`src/rtl/mem_ctrl_pkg.sv`:
```
// Shared types and constants for the data-memory access controller.
package mem_ctrl_pkg;

   localparam int MEM_DW            = 32;
   localparam int MEM_AW            = 32;
   localparam int MAX_ACCESS_CYCLES = 15;
   localparam int CNT_W             = 4;

   typedef enum logic [2:0] {
      IDLE   = 3'd0,
      SETUP  = 3'd1,
      STROBE = 3'd2,
      HOLD   = 3'd3,
      ERR    = 3'd4
   } state_e;

   function automatic logic is_word_aligned(input logic [MEM_AW-1:0] addr);
      return (addr[1:0] == 2'b00);
   endfunction

endpackage

```
`src/rtl/mem_wait_counter.sv`:
```
// Loadable 4-bit down-counter that times how long a memory strobe stays high.
module mem_wait_counter
   import mem_ctrl_pkg::*;
(
   input  logic             clk,
   input  logic             rst,
   input  logic             load,
   input  logic             dec,
   input  logic [CNT_W-1:0] load_val,
   output logic             zero
);

   logic [CNT_W-1:0] count_q;
   logic [CNT_W-1:0] count_d;

   // Next count: load wins over decrement; saturate at zero.
   always_comb begin
      count_d = count_q;
      if (load) begin
         count_d = load_val;
      end else if (dec && (count_q != {CNT_W{1'b0}})) begin
         count_d = count_q - {{(CNT_W-1){1'b0}}, 1'b1};
      end else begin
         count_d = count_q;
      end
   end

   // Count register.
   always_ff @(posedge clk) begin
      if (rst) begin
         count_q <= {CNT_W{1'b0}};
      end else begin
         count_q <= count_d;
      end
   end

   assign zero = (count_q == {CNT_W{1'b0}});

endmodule

```
`src/rtl/mem_access_ctrl.sv`:
```
// Initiator-side sequencer for single-word loads/stores toward MEM:
// SETUP -> STROBE (ACCESS_CYCLES) -> HOLD, with misaligned requests short-cut to ERR.
module mem_access_ctrl
   import mem_ctrl_pkg::*;
#(
   parameter int ACCESS_CYCLES = 1
) (
   input  logic              clk,
   input  logic              rst,
   input  logic              req_valid,
   input  logic              req_write,
   input  logic [MEM_AW-1:0] req_addr,
   input  logic [MEM_DW-1:0] req_wdata,
   output logic              req_ready,
   output logic              resp_valid,
   output logic              resp_err,
   output logic [MEM_DW-1:0] resp_rdata,
   output logic              MemRead,
   output logic              memWrite,
   output logic [MEM_AW-1:0] Address,
   output logic [MEM_DW-1:0] write_data,
   input  logic [MEM_DW-1:0] read_data
);

   localparam logic [CNT_W-1:0] LOAD_VAL = CNT_W'(ACCESS_CYCLES - 1);

   state_e            state_q, state_d;
   logic              wr_q, wr_d;
   logic [MEM_AW-1:0] addr_q, addr_d;
   logic [MEM_DW-1:0] wdata_q, wdata_d;
   logic              mem_read_q, mem_read_d;
   logic              mem_write_q, mem_write_d;
   logic              resp_valid_q, resp_valid_d;
   logic              resp_err_q, resp_err_d;
   logic [MEM_DW-1:0] resp_rdata_q, resp_rdata_d;
   logic              cnt_load_s, cnt_dec_s, cnt_zero_s;

   mem_wait_counter u_wait_counter (
      .clk      (clk),
      .rst      (rst),
      .load     (cnt_load_s),
      .dec      (cnt_dec_s),
      .load_val (LOAD_VAL),
      .zero     (cnt_zero_s)
   );

   assign req_ready = (state_q == IDLE) && !rst;

   // Next state and next registered outputs; strobes are computed one cycle
   // ahead so they rise on STROBE entry and fall on STROBE exit.
   always_comb begin
      state_d      = state_q;
      wr_d         = wr_q;
      addr_d       = addr_q;
      wdata_d      = wdata_q;
      mem_read_d   = 1'b0;
      mem_write_d  = 1'b0;
      resp_valid_d = 1'b0;
      resp_err_d   = 1'b0;
      resp_rdata_d = {MEM_DW{1'b0}};
      cnt_load_s   = 1'b0;
      cnt_dec_s    = 1'b0;
      case (state_q)
         IDLE: begin
            if (req_valid && req_ready) begin
               if (is_word_aligned(req_addr)) begin
                  wr_d    = req_write;
                  addr_d  = req_addr;
                  wdata_d = req_wdata;
                  state_d = SETUP;
               end else begin
                  resp_valid_d = 1'b1;
                  resp_err_d   = 1'b1;
                  state_d      = ERR;
               end
            end else begin
               state_d = IDLE;
            end
         end
         SETUP: begin
            cnt_load_s  = 1'b1;
            mem_read_d  = !wr_q;
            mem_write_d = wr_q;
            state_d     = STROBE;
         end
         STROBE: begin
            if (cnt_zero_s) begin
               resp_valid_d = 1'b1;
               resp_rdata_d = wr_q ? {MEM_DW{1'b0}} : read_data;
               state_d      = HOLD;
            end else begin
               cnt_dec_s   = 1'b1;
               mem_read_d  = !wr_q;
               mem_write_d = wr_q;
               state_d     = STROBE;
            end
         end
         HOLD:    state_d = IDLE;
         ERR:     state_d = IDLE;
         default: state_d = IDLE;
      endcase
   end

   // State, request latches and registered outputs.
   always_ff @(posedge clk) begin
      if (rst) begin
         state_q      <= IDLE;
         wr_q         <= 1'b0;
         addr_q       <= {MEM_AW{1'b0}};
         wdata_q      <= {MEM_DW{1'b0}};
         mem_read_q   <= 1'b0;
         mem_write_q  <= 1'b0;
         resp_valid_q <= 1'b0;
         resp_err_q   <= 1'b0;
         resp_rdata_q <= {MEM_DW{1'b0}};
      end else begin
         state_q      <= state_d;
         wr_q         <= wr_d;
         addr_q       <= addr_d;
         wdata_q      <= wdata_d;
         mem_read_q   <= mem_read_d;
         mem_write_q  <= mem_write_d;
         resp_valid_q <= resp_valid_d;
         resp_err_q   <= resp_err_d;
         resp_rdata_q <= resp_rdata_d;
      end
   end

   assign MemRead    = mem_read_q;
   assign memWrite   = mem_write_q;
   assign Address    = addr_q;
   assign write_data = wdata_q;
   assign resp_valid = resp_valid_q;
   assign resp_err   = resp_err_q;
   assign resp_rdata = resp_rdata_q;

endmodule

```
`config.mk`:
```
export PLATFORM = sky130hd
export DESIGN_NAME = mem_access_ctrl
export DESIGN_NICKNAME = d
export VERILOG_FILES = /design/src/rtl/mem_ctrl_pkg.sv /design/src/rtl/mem_wait_counter.sv /design/src/rtl/mem_access_ctrl.sv
export SDC_FILE = /design/constraint.sdc
export NUM_CORES = 1
export LEC_CHECK = 0
export CAP_MARGIN = 0
export CORE_MARGIN = 1
export CORE_UTILIZATION = 30
export DETAILED_ROUTE_END_ITERATION = 10
export GPL_TIMING_DRIVEN = 0
export HOLD_SLACK_MARGIN = 0.12
export PLACE_DENSITY = 0.66
export RECOVER_POWER = 50
export SLEW_MARGIN = 30
export SYNTH_ARGS = -nofsm -noshare
export SYNTH_HDL_FRONTEND = slang
export SYNTH_SLANG_ARGS = --single-unit
```
`constraint.sdc`:
```
create_clock -name clk -period 1.6 [get_ports clk]
set_input_delay 0.32 -clock clk [delete_from_list [all_inputs] [get_ports clk]]
set_output_delay 0.32 -clock clk [all_outputs]
set_load 0.02 [all_outputs]
```
==> results.sh <==
export IMPL_nFillCells=1185
export IMPL_cts_tree="built"
export IMPL_antenna_found_initial=0
export IMPL_synthArstFlopShare=0
export IMPL_cp_end_kind="primary output"
export IMPL_start_util=0.308
export IMPL_reg2reg_slack_ns=-0.12
export IMPL_io_pins=201
export IMPL_wl_per_cell_microns=15.8
export IMPL_setup_viol=56
export IMPL_layout_common_cells="dfxtp_1, clkdlybuf4s50_1, dlygate4sd2_1, nand3_1, a21oi_1"
export IMPL_post_dp_cell_area_sq_um=6120
export IMPL_htreeDepth=3
export IMPL_startpoint_type="flip-flop"
export IMPL_avgSynthCellArea_sq_um=9.44
export IMPL_status="complete, but fails checks"
export IMPL_critPathMaxFanout=4
export IMPL_max_slew_margin=0.606
export IMPL_rows=41
export IMPL_path_clk_slew_ns=0.07
export IMPL_first_pass_iters=4
export IMPL_synth_area_leaders="dfxtp_1, a21oi_1, nand3_1"
export IMPL_setup_slack_ns=-0.187
export IMPL_cp_data_arrival_time_ns=1.47
export IMPL_track_usage=0.175
export IMPL_maxCapViolations=0
export IMPL_grt_pass1_wl_mm=18.1
export IMPL_place_ws_ns=-0.708
export IMPL_die_w_microns=116
export IMPL_hold_class="reg -> reg"
export IMPL_area_delta_synth_final_pct=76.6
export IMPL_grt_pass1_vias=3634
export IMPL_hold_viol_final=0
export IMPL_drc=0
export IMPL_synth_cell_types=34
export IMPL_synth_seq_cells=108
export IMPL_power_density_nw_per_um2=853
export IMPL_numCtsBuffers=9
export IMPL_worstSetupPathType="reg -> out"
export IMPL_p_leak_nw=2.76
export IMPL_fin_nets=743
export IMPL_clock_sinks=108
export IMPL_drive_gt1_frac=0.231
export IMPL_clock_latency_ns=0.34
export IMPL_ant_nets=0
export IMPL_yosysTopAreaCell="dfxtp_1"
export IMPL_crit_required_ns=1.28
export IMPL_clockBufferDepth=2
export IMPL_stdcell_count=818
export IMPL_synth_nets=515
export IMPL_drtIter0Drc=293
export IMPL_core_area_sq_um=12700
export IMPL_synth_edf_count=0
export IMPL_dp_hpwl_mm=8.64
export IMPL_finalMaxSlewViolations=0
export IMPL_post_route_util=0.545
export IMPL_syn_inst=414
export IMPL_vias=3960
export IMPL_routabilityCongestion=0.729
export IMPL_period_needed_ns=1.79
export IMPL_rsz0062_at_grt="true"
export IMPL_die_y_microns=116
export IMPL_dieArea_sq_um=13500
export IMPL_fin_skew_ns=0.00510
export IMPL_period_share=1.12
export IMPL_final_common_cell="dfxtp_1"
export IMPL_port_buffers=199
export IMPL_yosysTopAreaCellShare=0.553
export IMPL_totalWireLength_mm=13.0
export IMPL_grt_ovfl_total=0
export IMPL_dp_cells=785
export IMPL_synth_ff_type="dfxtp_1"
export IMPL_synthesis_area_sq_um=3910
export IMPL_yosysSeqAreaShare=0.553
export IMPL_antenna_cells=0
export IMPL_failed_checks="negative setup slack"
export IMPL_vias_per_cell=4.84
export IMPL_tightest_slew_ns=0.591
export IMPL_cts_root_buf="clkbuf_16"
export IMPL_fmax_ghz=0.560
export IMPL_fin_area_sq_um=6900
export IMPL_ys_warn_count=0
export IMPL_grt_max_degree=17
export IMPL_peakVddDrop_mv=0.587
[where the power goes]
| group | internal, W | switching (W) |
|---|---|---|
| registers | 0.00274 | 0.0000309 |
| clock network | 0.00125 | 0.000962 |
| logic | 0.000464 | 0.000441 |
[state kept, by name, indices dropped and copies added (netlist names), 3 cells and up]
| signal | count |
|---|---|
| Address | 32 |
| resp_rdata | 32 |
| write_data | 32 |
| u_wait_counter.count_q | 4 |
| state_q | 3 |
[synthesized netlist by cell type (all sizes together), types with 3 or more instances]
cell type / n
nand3: 64
o21ai: 67
clkbuf: 16
and2: 32
buf: 24
inv: 3
dfxtp: 108
nor2: 5
a21oi: 69
or3: 3
nor3b: 4
[cell type report]
cell class                 instances  area, sq um  area share
buffer                            37          347      0.0502
clock buffer                      11          243      0.0352
clock inverter                     4         48.8     0.00707
inverter                           3         11.3     0.00163
multi-input combinational        263         1830       0.265
sequential                       108         2170       0.315
tap                              172          215      0.0312
timing repair buffer             220         2030       0.295
[final timing paths]
check / cells after the start / endpoint / startpoint
worst max-delay path: 4 / req_ready / state_q[2]
worst min-delay path: 2 / write_data[30] / write_data[30]
worst max register to register: 6 / write_data[13] / state_q[1]
worst min register to register: 2 / write_data[30] / write_data[30]
[repair_timing]
| action | 4_1_cts | 5_1_grt |
|---|---|---|
| resized for setup | 120 | 122 |
| hold buffers | 0 | 0 |
| pin swaps | 9 | 33 |
| gates cloned | 1 | 6 |
| endpoints found under the setup margin | 161 | 131 |
| setup buffers | 9 | 5 |
[kinds of logic after synthesis]
logic type / count (synthesis) / synth area share
simple gates: 122 / 0.183
fa+ha+maj: 1 / 0.00320
buf+inv: 43 / 0.0785
compound gates: 140 / 0.182
flops: 108 / 0.553
[worst max-delay path, cell delays in order, from the launching register on]
cell and delay [ns]:
dfxtp_4 0.36, or3_4 0.41, buf_8 0.14, nor2_4 0.10, buf_6 0.12
[metal layers]
layer  track usage  vias up  share of wire
met5             0        -              0
met4        0.0726        0          0.016
met2         0.297      135           0.52
met1         0.221     1895           0.41
li1              -     1915              -
met3        0.0285       15          0.054
[per-stage QoR]
| stage | setup TNS (ns) | hold slack [ns] | power, W |
|---|---|---|---|
| 2_1_floorplan | -0.00913 | 0.431 | 0.00316 |
| 3_3_place_gp | -42.68 | 0.462 | 0.00358 |
| 3_5_place_dp | -46.27 | 0.467 | 0.00359 |
| 4_1_cts | -1.01 | 0.464 | 0.00584 |
| 5_1_grt | -6.70 | 0.471 | 0.00612 |
| 6_report | -4.60 | 0.452 | 0.00588 |
Power figures use the tool's default switching activity.
